File: src/rtl/audio_ice40_fc_drain.sv
// Drains the result words latched in an FC execution-unit cascade chain, tail EU first.
// Defining FC_DRAIN_ARGMAX_EN compiles in signed argmax tracking on o_max_val/o_max_idx.
module audio_ice40_fc_drain #(
    parameter int N_EU = 8,
    parameter int IW   = 6
) (
    input  logic          clk,
    input  logic          reset,
    input  logic          i_start,
    output logic          o_shift,
    input  logic [15:0]   i_cascade_in,
    output logic [15:0]   o_dout,
    output logic          o_dout_val,
    input  logic          i_dout_rdy,
    output logic [IW-1:0] o_dout_idx,
    output logic          o_busy,
    output logic          o_done,
    output logic [15:0]   o_max_val,
    output logic [IW-1:0] o_max_idx,
    output logic [2:0]    dbg_state
);

    typedef enum logic [2:0] {
        IDLE  = 3'd0,
        LOAD  = 3'd1,
        SEND  = 3'd2,
        SHIFT = 3'd3,
        DONE  = 3'd4
    } state_t;

    localparam logic [IW-1:0] LAST = IW'(N_EU - 1);

    state_t        state;
    state_t        state_nxt;
    logic [IW-1:0] k;
    logic          handshake;

    // Output handshake: a word transfers on every rising edge where o_dout_val and
    // i_dout_rdy are both high; o_dout/o_dout_idx hold steady while o_dout_val waits.
    assign handshake  = (state == SEND) && i_dout_rdy;
    assign o_dout_val = (state == SEND);
    assign o_shift    = (state == SHIFT);
    assign dbg_state  = state;

    always_ff @(posedge clk) begin
        if (reset) begin
            state <= IDLE;
        end else begin
            state <= state_nxt;
        end
    end

    always_comb begin
        state_nxt = state;
        case (state)
            IDLE:    if (i_start) state_nxt = LOAD;
            LOAD:    state_nxt = SEND;
            SEND:    if (i_dout_rdy) state_nxt = (k == LAST) ? DONE : SHIFT;
            SHIFT:   state_nxt = LOAD;
            DONE:    state_nxt = IDLE;
            default: state_nxt = IDLE;
        endcase
    end

    always_ff @(posedge clk) begin
        if (reset) begin
            k          <= '0;
            o_dout     <= '0;
            o_dout_idx <= '0;
            o_busy     <= 1'b0;
            o_done     <= 1'b0;
        end else begin
            o_done <= (state == DONE);
            if (state == IDLE && i_start) begin
                k      <= '0;
                o_busy <= 1'b1;
            end
            if (state == DONE) begin
                o_busy <= 1'b0;
            end
            // The tail EU holds the word for index N_EU-1-k after k shifts.
            if (state == LOAD) begin
                o_dout     <= i_cascade_in;
                o_dout_idx <= LAST - k;
            end
            if (handshake && (k != LAST)) begin
                k <= k + IW'(1);
            end
        end
    end

`ifdef FC_DRAIN_ARGMAX_EN
    // Strict greater-than keeps the earlier-emitted word on ties.
    always_ff @(posedge clk) begin
        if (reset) begin
            o_max_val <= '0;
            o_max_idx <= '0;
        end else if (handshake && ((k == '0) || ($signed(o_dout) > $signed(o_max_val)))) begin
            o_max_val <= o_dout;
            o_max_idx <= o_dout_idx;
        end
    end
`else
    assign o_max_val = '0;
    assign o_max_idx = '0;
`endif

endmodule

File: config.mk
export PLATFORM = sky130hd
export DESIGN_NAME = audio_ice40_fc_drain
export DESIGN_NICKNAME = d
export VERILOG_FILES = /design/src/rtl/audio_ice40_fc_drain.sv
export SDC_FILE = /design/constraint.sdc
export NUM_CORES = 1
export LEC_CHECK = 0
export ABC_CLOCK_PERIOD_IN_PS = 1700
export CAP_MARGIN = 20
export CORE_ASPECT_RATIO = 0.5
export CORE_MARGIN = 1.5
export CORE_UTILIZATION = 41
export DETAILED_ROUTE_END_ITERATION = 10
export PLACE_DENSITY = 0.8
export SLEW_MARGIN = 25
export SYNTH_ARGS = -nofsm -noshare
export SYNTH_HDL_FRONTEND = slang
export SYNTH_SLANG_ARGS = --single-unit
File: constraint.sdc
create_clock -name clk -period 1.7 [get_ports clk]
set_input_delay 0.34 -clock clk [delete_from_list [all_inputs] [get_ports clk]]
set_output_delay 0.34 -clock clk [all_outputs]
set_load 0.1 [all_outputs]
* Word level (Yosys, flattened, before mapping)
Cells that the tools add are included.
** Storage, ports and cells
- Output and inout bits :: 51
- Bits of input ports :: 20
- Logic and storage cells :: 29
- Flip-flop bits (word level) :: 33
** Operators by class
- Mux-type cells :: 6
- Reductions and logical operators :: 7
- Equality and inequality tests :: 8
- Add/subtract/negate cells :: 2
** Operator list (count)
- 2-to-1 mux 6 bit :: 2
- case mux 3 bit (4 select lines) :: 1
- 2-to-1 mux 3 bit :: 3
- adder 6 x 1 -> 6 bit, second input constant :: 1
- equality test 3 x 2 -> 1 bit, second input constant :: 2
- equality test 6 x 3 -> 1 bit, second input constant :: 1
- inequality test 6 x 3 -> 1 bit, second input constant :: 1
- subtractor 3 x 6 -> 6 bit, first input constant :: 1
- equality test 3 x 1 -> 1 bit, second input constant :: 1
- equality test 3 bit, second input constant :: 1
- logical AND 1 bit :: 3
- zero test 3 bit :: 1
- inequality test 2 x 1 -> 1 bit, second input constant :: 1
- inequality test 2 bit, second input constant :: 1
- AND reduction 2 bit :: 1
- nonzero test 2 bit :: 1
- OR reduction 2 bit :: 1

* Depth between registers and ports, before layout
- Depth in word-level cells :: 4
- Mapped depth :: 6
- Mapped depth without buffers :: 6

* Least setup slack after synthesis
OpenSTA, ideal clock, no wires.
- Kind :: register to output
- Start :: reg state[1], in the netlist dbg_state[1]
- End :: out o_dout_val
- Setup slack :: -1.202 ns
- Data required time :: 1.360 ns
- Cell stages (with the launch flop) :: 3
- Path buffers :: 0
- Arrival :: 2.562 ns
- Cell sequence :: dfxtp_1 > nand2b_1 > nor2_1
** Between the ends
- Longest elaborated chain between the ends :: 1
** RTL lines
- start: declaration :: RTL line 33 : state_t state;
- start signal: assignment :: RTL line 49 : state <= state_nxt;
- equality test 3 x 2 -> 1 bit :: RTL line 41 : assign o_dout_val = (state == SEND);
- end: declaration :: RTL line 13 : output logic o_dout_val,
No other way between the ends.

* Worst setup path after layout
- Start :: reg k[3]
- End :: reg k[4]
** Between the ends
- Longest elaborated chain between the ends :: 3
- Elaborated cells between the ends (all ways) :: 5
- Classes of those cells :: 1 x add/sub; 1 x eq/ne; 1 x mux; 2 x reduce/logical
** RTL lines
- start: declaration :: RTL line 35 : logic [IW-1:0] k;
- start signal: assignment :: RTL line 87 : k <= k + IW'(1);
- parallel branches: the longest is 3 deep, another holds adder 6 x 1 -> 6 bit
Parallel ways; which one is timed is not known.
A chain may end at the register's enable or synchronous reset.

==> flow_metrics.env <==
export IMPL_clock_latency_of_the_later_clocked_register_in_the_worst_skew_pair_ps=280
export IMPL_crit_arrival_ps=1760
export IMPL_synth_cell_type_count=34
export IMPL_timing_critical_path_from_type="flip-flop"
export IMPL_result_of_the_run="finished, final reports clean"
export IMPL_vdd_ir_drop_max_mv=0.548
export IMPL_tns_ps=0
export IMPL_clockRootBuffer="clkbuf_8"
export IMPL_worst_path_max_delay_cell="dfxtp_1"
export IMPL_number_of_global_route_vias_before_repair=1323
export IMPL_drv_cap=0
export IMPL_multiInputGateArea_um2=743
export IMPL_global_route_wire_length_before_repair_um=6110
export IMPL_crit_path_max_fanout=7
export IMPL_path_cells="inv_1 -> ha_1 -> nand2b_1 -> o21ai_2 -> o21a_1 -> a221oi_1"
export IMPL_synth_enable_flop_cells=0
export IMPL_p_leak_nw=0.942
export IMPL_grt_setup_unrepaired="no"
export IMPL_maximum_number_of_pins_on_one_net_before_global_route_repair=24
export IMPL_synth_top_area_cell="dfxtp_1"
export IMPL_p_per_area_nw_per_um2=992
export IMPL_number_of_h_tree_branching_levels=2
export IMPL_synthTopCellsByArea="dfxtp_1 43%, nand2_1 11%, buf_4 11%"
export IMPL_fin_crit_sh_pct=92.5
export IMPL_flow_area_growth_from_synthesis_pct=56.6
export IMPL_crit_path_end_kind="flip-flop"
export IMPL_yosysWarningCount=0
export IMPL_std_cell_rows=15
export IMPL_cts_hold_buffers_added=0
export IMPL_finalHoldViolations=0
export IMPL_track_usage_pct=19.2
export IMPL_worst_endpoint_required_ps=1880
export IMPL_die_height_um=46.4
export IMPL_finish_utilization_pct=68.8
export IMPL_total_power_mw=2.40
export IMPL_drt_pass1_iter_count=4
export IMPL_buffer_ports_inserted=48
export IMPL_synth_seq_area_share_pct=42.8
export IMPL_critical_path_max_stage_delay_ps=440
export IMPL_synthFlopType="dfxtp_1"
export IMPL_fillCellCount=271
export IMPL_tritoncts_num_buffers=5
export IMPL_fin_area_um2=2420
export IMPL_layoutNonFillerInstCount=297
export IMPL_postCtsSetupBuffers=0
export IMPL_worstHoldPathType="flip-flop to flip-flop"
export IMPL_register_area_um2=672
export IMPL_setup_worst_path_class="flip-flop to flip-flop"
export IMPL_ios=71
export IMPL_synth_seq_cells=33
export IMPL_drt_wirelength_per_cell_um=12.4
export IMPL_clock_tree_buffer_depth=2
export IMPL_timing_critical_path_max_delay_family="compound AO/OA/AOI/OAI gates"
export IMPL_final_common_cell="nand2_1"
export IMPL_die_width_um=89.8
export IMPL_dp_cells=289
export IMPL_drt_antenna_violating_nets=0
export IMPL_synth_cells=192
export IMPL_die_area_um2=4160
export IMPL_post_place_ws_ps=-154
export IMPL_gpl_final_weighted_congestion=0.779
export IMPL_path_clk_slew_ps=70
export IMPL_initial_utilization_pct=44.0
export IMPL_final_net_count=268
export IMPL_syn_mean_instance_area_um2=8.04
export IMPL_achievable_frequency_mhz=636
export IMPL_detailedRoute_firstIterationViolations=60
export IMPL_share_of_the_synthesized_area_in_the_top_cell_type_pct=42.8
export IMPL_detailed_place_hpwl_um=2790
export IMPL_number_of_antenna_repair_diodes=0
export IMPL_via_count=1452
export IMPL_holdWs_ps=489
export IMPL_postCtsResizedCells=0
export IMPL_syn_cell_area_um2=1540
export IMPL_grt_overflow_total=0
export IMPL_maxSlewViolCount=0
export IMPL_clock_tree_skew_after_final_layout_ps=6.03
export IMPL_core_area_um2=3510
export IMPL_drc=0
export IMPL_final_critical_path_setup_slack_ps=128
export IMPL_detail_route_vias_per_cell=4.89
export IMPL_placement_cell_area_um2=2340
export IMPL_final_layout_size_suffix_gt1_share_pct=22.0
export IMPL_grt_antenna_before_repair=0
export IMPL_asyncSetResetFlopFracSynth_pct=0
export IMPL_timing_final_setup_violations=0
export IMPL_path_buf_inv=1
export IMPL_most_common_layout_cells="46 x nand2_1, 30 x dfxtp_1, 29 x buf_12, 26 x a21oi_1, 22 x conb_1"
export IMPL_clock_tree_from_tritoncts="done"
export IMPL_cts_sinks=33
export IMPL_clock_period_minus_final_worst_setup_slack_ps=1570
export IMPL_totalWireLength_um=3700
[worst paths after layout]
| path | startpoint | endpoint | slack [ps] | depth (start not counted) |
|---|---|---|---|---|
| setup / recovery | k[3]$_SDFFE_PP0P_ | k[4]$_SDFFE_PP0P_ | 130 | 6 |
| hold / removal | k[5]$_SDFFE_PP0P_ | k[5]$_SDFFE_PP0P_ | 490 | 2 |
| setup reg to reg | k[3]$_SDFFE_PP0P_ | k[4]$_SDFFE_PP0P_ | 130 | 6 |
| hold reg to reg | k[5]$_SDFFE_PP0P_ | k[5]$_SDFFE_PP0P_ | 490 | 2 |
[routing by layer]
metal | global-route usage, % | wire length (um) | vias up
met5 | 0 | 0 | -
met4 | 4.44 | 44 | 0
met3 | 6.27 | 227 | 7
met2 | 35.3 | 1860 | 67
met1 | 22.7 | 1570 | 677
li1 | - | - | 701
[power breakdown]
group / internal (mW) / switching (mW)
Combinational: 0.280 / 0.686
Sequential: 0.818 / 0.0584
Clock: 0.290 / 0.264
Total: 1.39 / 1.01
[logic make-up after synthesis]
kind of cell             Yosys count  share of synthesized area, %
flip-flops                        33                          42.8
AO/OA/AOI/OAI                     37                          13.8
adder cells (fa/ha/maj)            3                          2.43
AND/OR/NAND/NOR                   81                          25.7
buffers and inverters             37                          15.0
other                              1                         0.243
[final cells by class]
type                            instances  share of cell area (%)
Inverter                                5                   0.777
Timing Repair Buffer                   57                    34.7
Clock buffer                            8                    3.31
Multi-Input combinational cell        143                    30.8
Sequential cell                        33                    27.8
Tap cell                               51                    2.64
[sequential cells by signal (all words and copies together) (netlist names)]
| signal | count |
|---|---|
| k | 6 |
| o_done | 1 |
| o_busy | 1 |
| dbg_state | 3 |
| o_dout_idx | 6 |
| o_dout | 16 |
[Yosys cell counts, drive strengths merged, types with 3 or more instances]
library cell / n
nand2: 46
dfxtp: 33
a21oi: 26
buf: 25
nor2: 9
clkbuf: 7
nand3: 7
inv: 5
nand2b: 4
ha: 3
or3: 3
[worst register-to-register path, cell delays in order (launching register included)]
cell      delay, ps
dfxtp_1         440
inv_1            70
ha_1            220
nand2b_1        180
o21ai_2         100
o21a_1          190
a221oi_1        290
Note: power is estimated with default switching activity, not from simulation.
==> RTL change (same flow settings) <==
`IW`: 6 -> 8.
--- a/src/rtl/audio_ice40_fc_drain.sv
+++ b/src/rtl/audio_ice40_fc_drain.sv
@@ -4,3 +4,3 @@
     parameter int N_EU = 8,
-    parameter int IW   = 6
+    parameter int IW   = 8
 ) (
Interface: changed (resized o_dout_idx and o_max_idx); port bits go from 71 to 75. No check against the original RTL was run, so the function may have changed too.
==> RTL change against the unedited design <==
  * Setup slack got worse by 0.095 ns
  * Cell area rose by 19%
  * Hold slack improved by 0.00085 ns
  * Area after synthesis rose by 16%
  * Wire length rose by 21%
  * Clock skew rose by 0.0019 ns
  * Sequential cell count rose by 4
  * Critical path type is now flop to output pin
  * Critical endpoint is now o_dout_val
  * Highest routed layer unchanged
Power is not compared: it rests on default switching activity, and its combinational part moved more than twofold at a synthesized area within 25%.
==> RTL change: results (changes against the unedited design) <==
status=finished clean (unchanged); Total Routing Usage GR=17.9% (was 19.2%); largest net degree at the start of global routing=28 (was 24); clock skew=0.00793 ns (was 0.00603 ns); via count=1,662 (was 1,452); largest cells by area after synthesis=dfxtp_1 (41%), buf_4 (10%), nand2_1 (9.6%) (was dfxtp_1 (43%), nand2_1 (11%), buf_4 (11%)); # port buffers=50 (was 48); slowest CP cell=or3b_4 (was dfxtp_1); Worst Setup SP=dbg_state[0] (was k[3]); CTS Buffer Depth=2 (unchanged); GR Layer Usage met1=21.0% (was 22.7%); crit-path max FO=5 (was 7); biggest regs=o_dout (16), k (8), o_dout_idx (8) (was o_dout (16), k (6), o_dout_idx (6)); dpl ws=-0.0512 ns (was -0.154 ns); Worst Path Arrival=1.33 ns (was 1.76 ns); placed insts=324 (was 289); met3 wire length=282 µm (was 227 µm); Unique masters post-synth=38 (was 34); worst min-delay path startpoint=o_dout_idx[5] (was k[5]); final WL=4.46 mm (was 3.70 mm); delay-heaviest family, CP=simple AND/OR/NAND/NOR gates (was compound AO/OA/AOI/OAI gates); Nets=308 (was 268); share of cells above drive strength 1=30.4% (was 22.0%); met2 WL post-DR=2.27 mm (was 1.86 mm); GPL Wtd Cong=0.880 (was 0.779); Detailed Place HPWL=2.99 mm (was 2.79 mm); M2 GR Usage=31.1% (was 35.3%); worst r2r src=k[4] (was k[3]); number of global-route vias before repair=1,450 (was 1,323); Mapped Cells=216 (was 192); DRT met1 WL=1.83 mm (was 1.57 mm); post-synthesis sequential area ratio=41.3% (was 42.8%); met3 usage=4.48% (was 6.27%); first-pass GRT wire length=6.58 mm (was 6.11 mm); Post-synth top cells=nand2_1 (46), dfxtp_1 (37), a21oi_1 (27) (was nand2_1 (46), dfxtp_1 (33), a21oi_1 (26)); Placement Cell Area=2660 µm² (was 2340 µm²); wire per inst=13.1 µm (was 12.4 µm); CTS H-tree depth=2 (unchanged); drt initial violations=63 (was 60)
[RTL change: final timing paths]
check                  end  depth (start not counted)  slack (ns)
max             o_dout_val                          3        0.03
min          o_dout_idx[5]                          2        0.49
max reg2reg           k[5]                          6        0.03
min reg2reg  o_dout_idx[5]                          2        0.49
[RTL change: area by class of cell]
class	instances	area (µm²)	area share, %
Tap cell	54	67.6	2.35
Multi-Input combinational cell	159	885	30.8
Timing Repair Buffer	77	1020	35.5
Clock buffer	7	86.3	3.01
Clock inverter	1	30.0	1.05
Inverter	5	31.3	1.09
Sequential cell	37	752	26.2
[RTL change: timing repair]
item / in CTS / in global routing
setup endpoints to repair: 4 / 9
resized for setup: 2 / 9
pin swaps: 1 / 5
buffers inserted: 1 / 7
gates cloned: 1 / 0
[RTL change: logic make-up after synthesis]
logic type,share of synthesized area (%)
AND/OR/NAND/NOR,22.3
buffers and inverters,15.9
AO/OA/AOI/OAI,15.6
flip-flops,41.3
XOR/XNOR,1.96
adder cells (fa/ha/maj),2.10
other,0.209
multiplexers,0.628
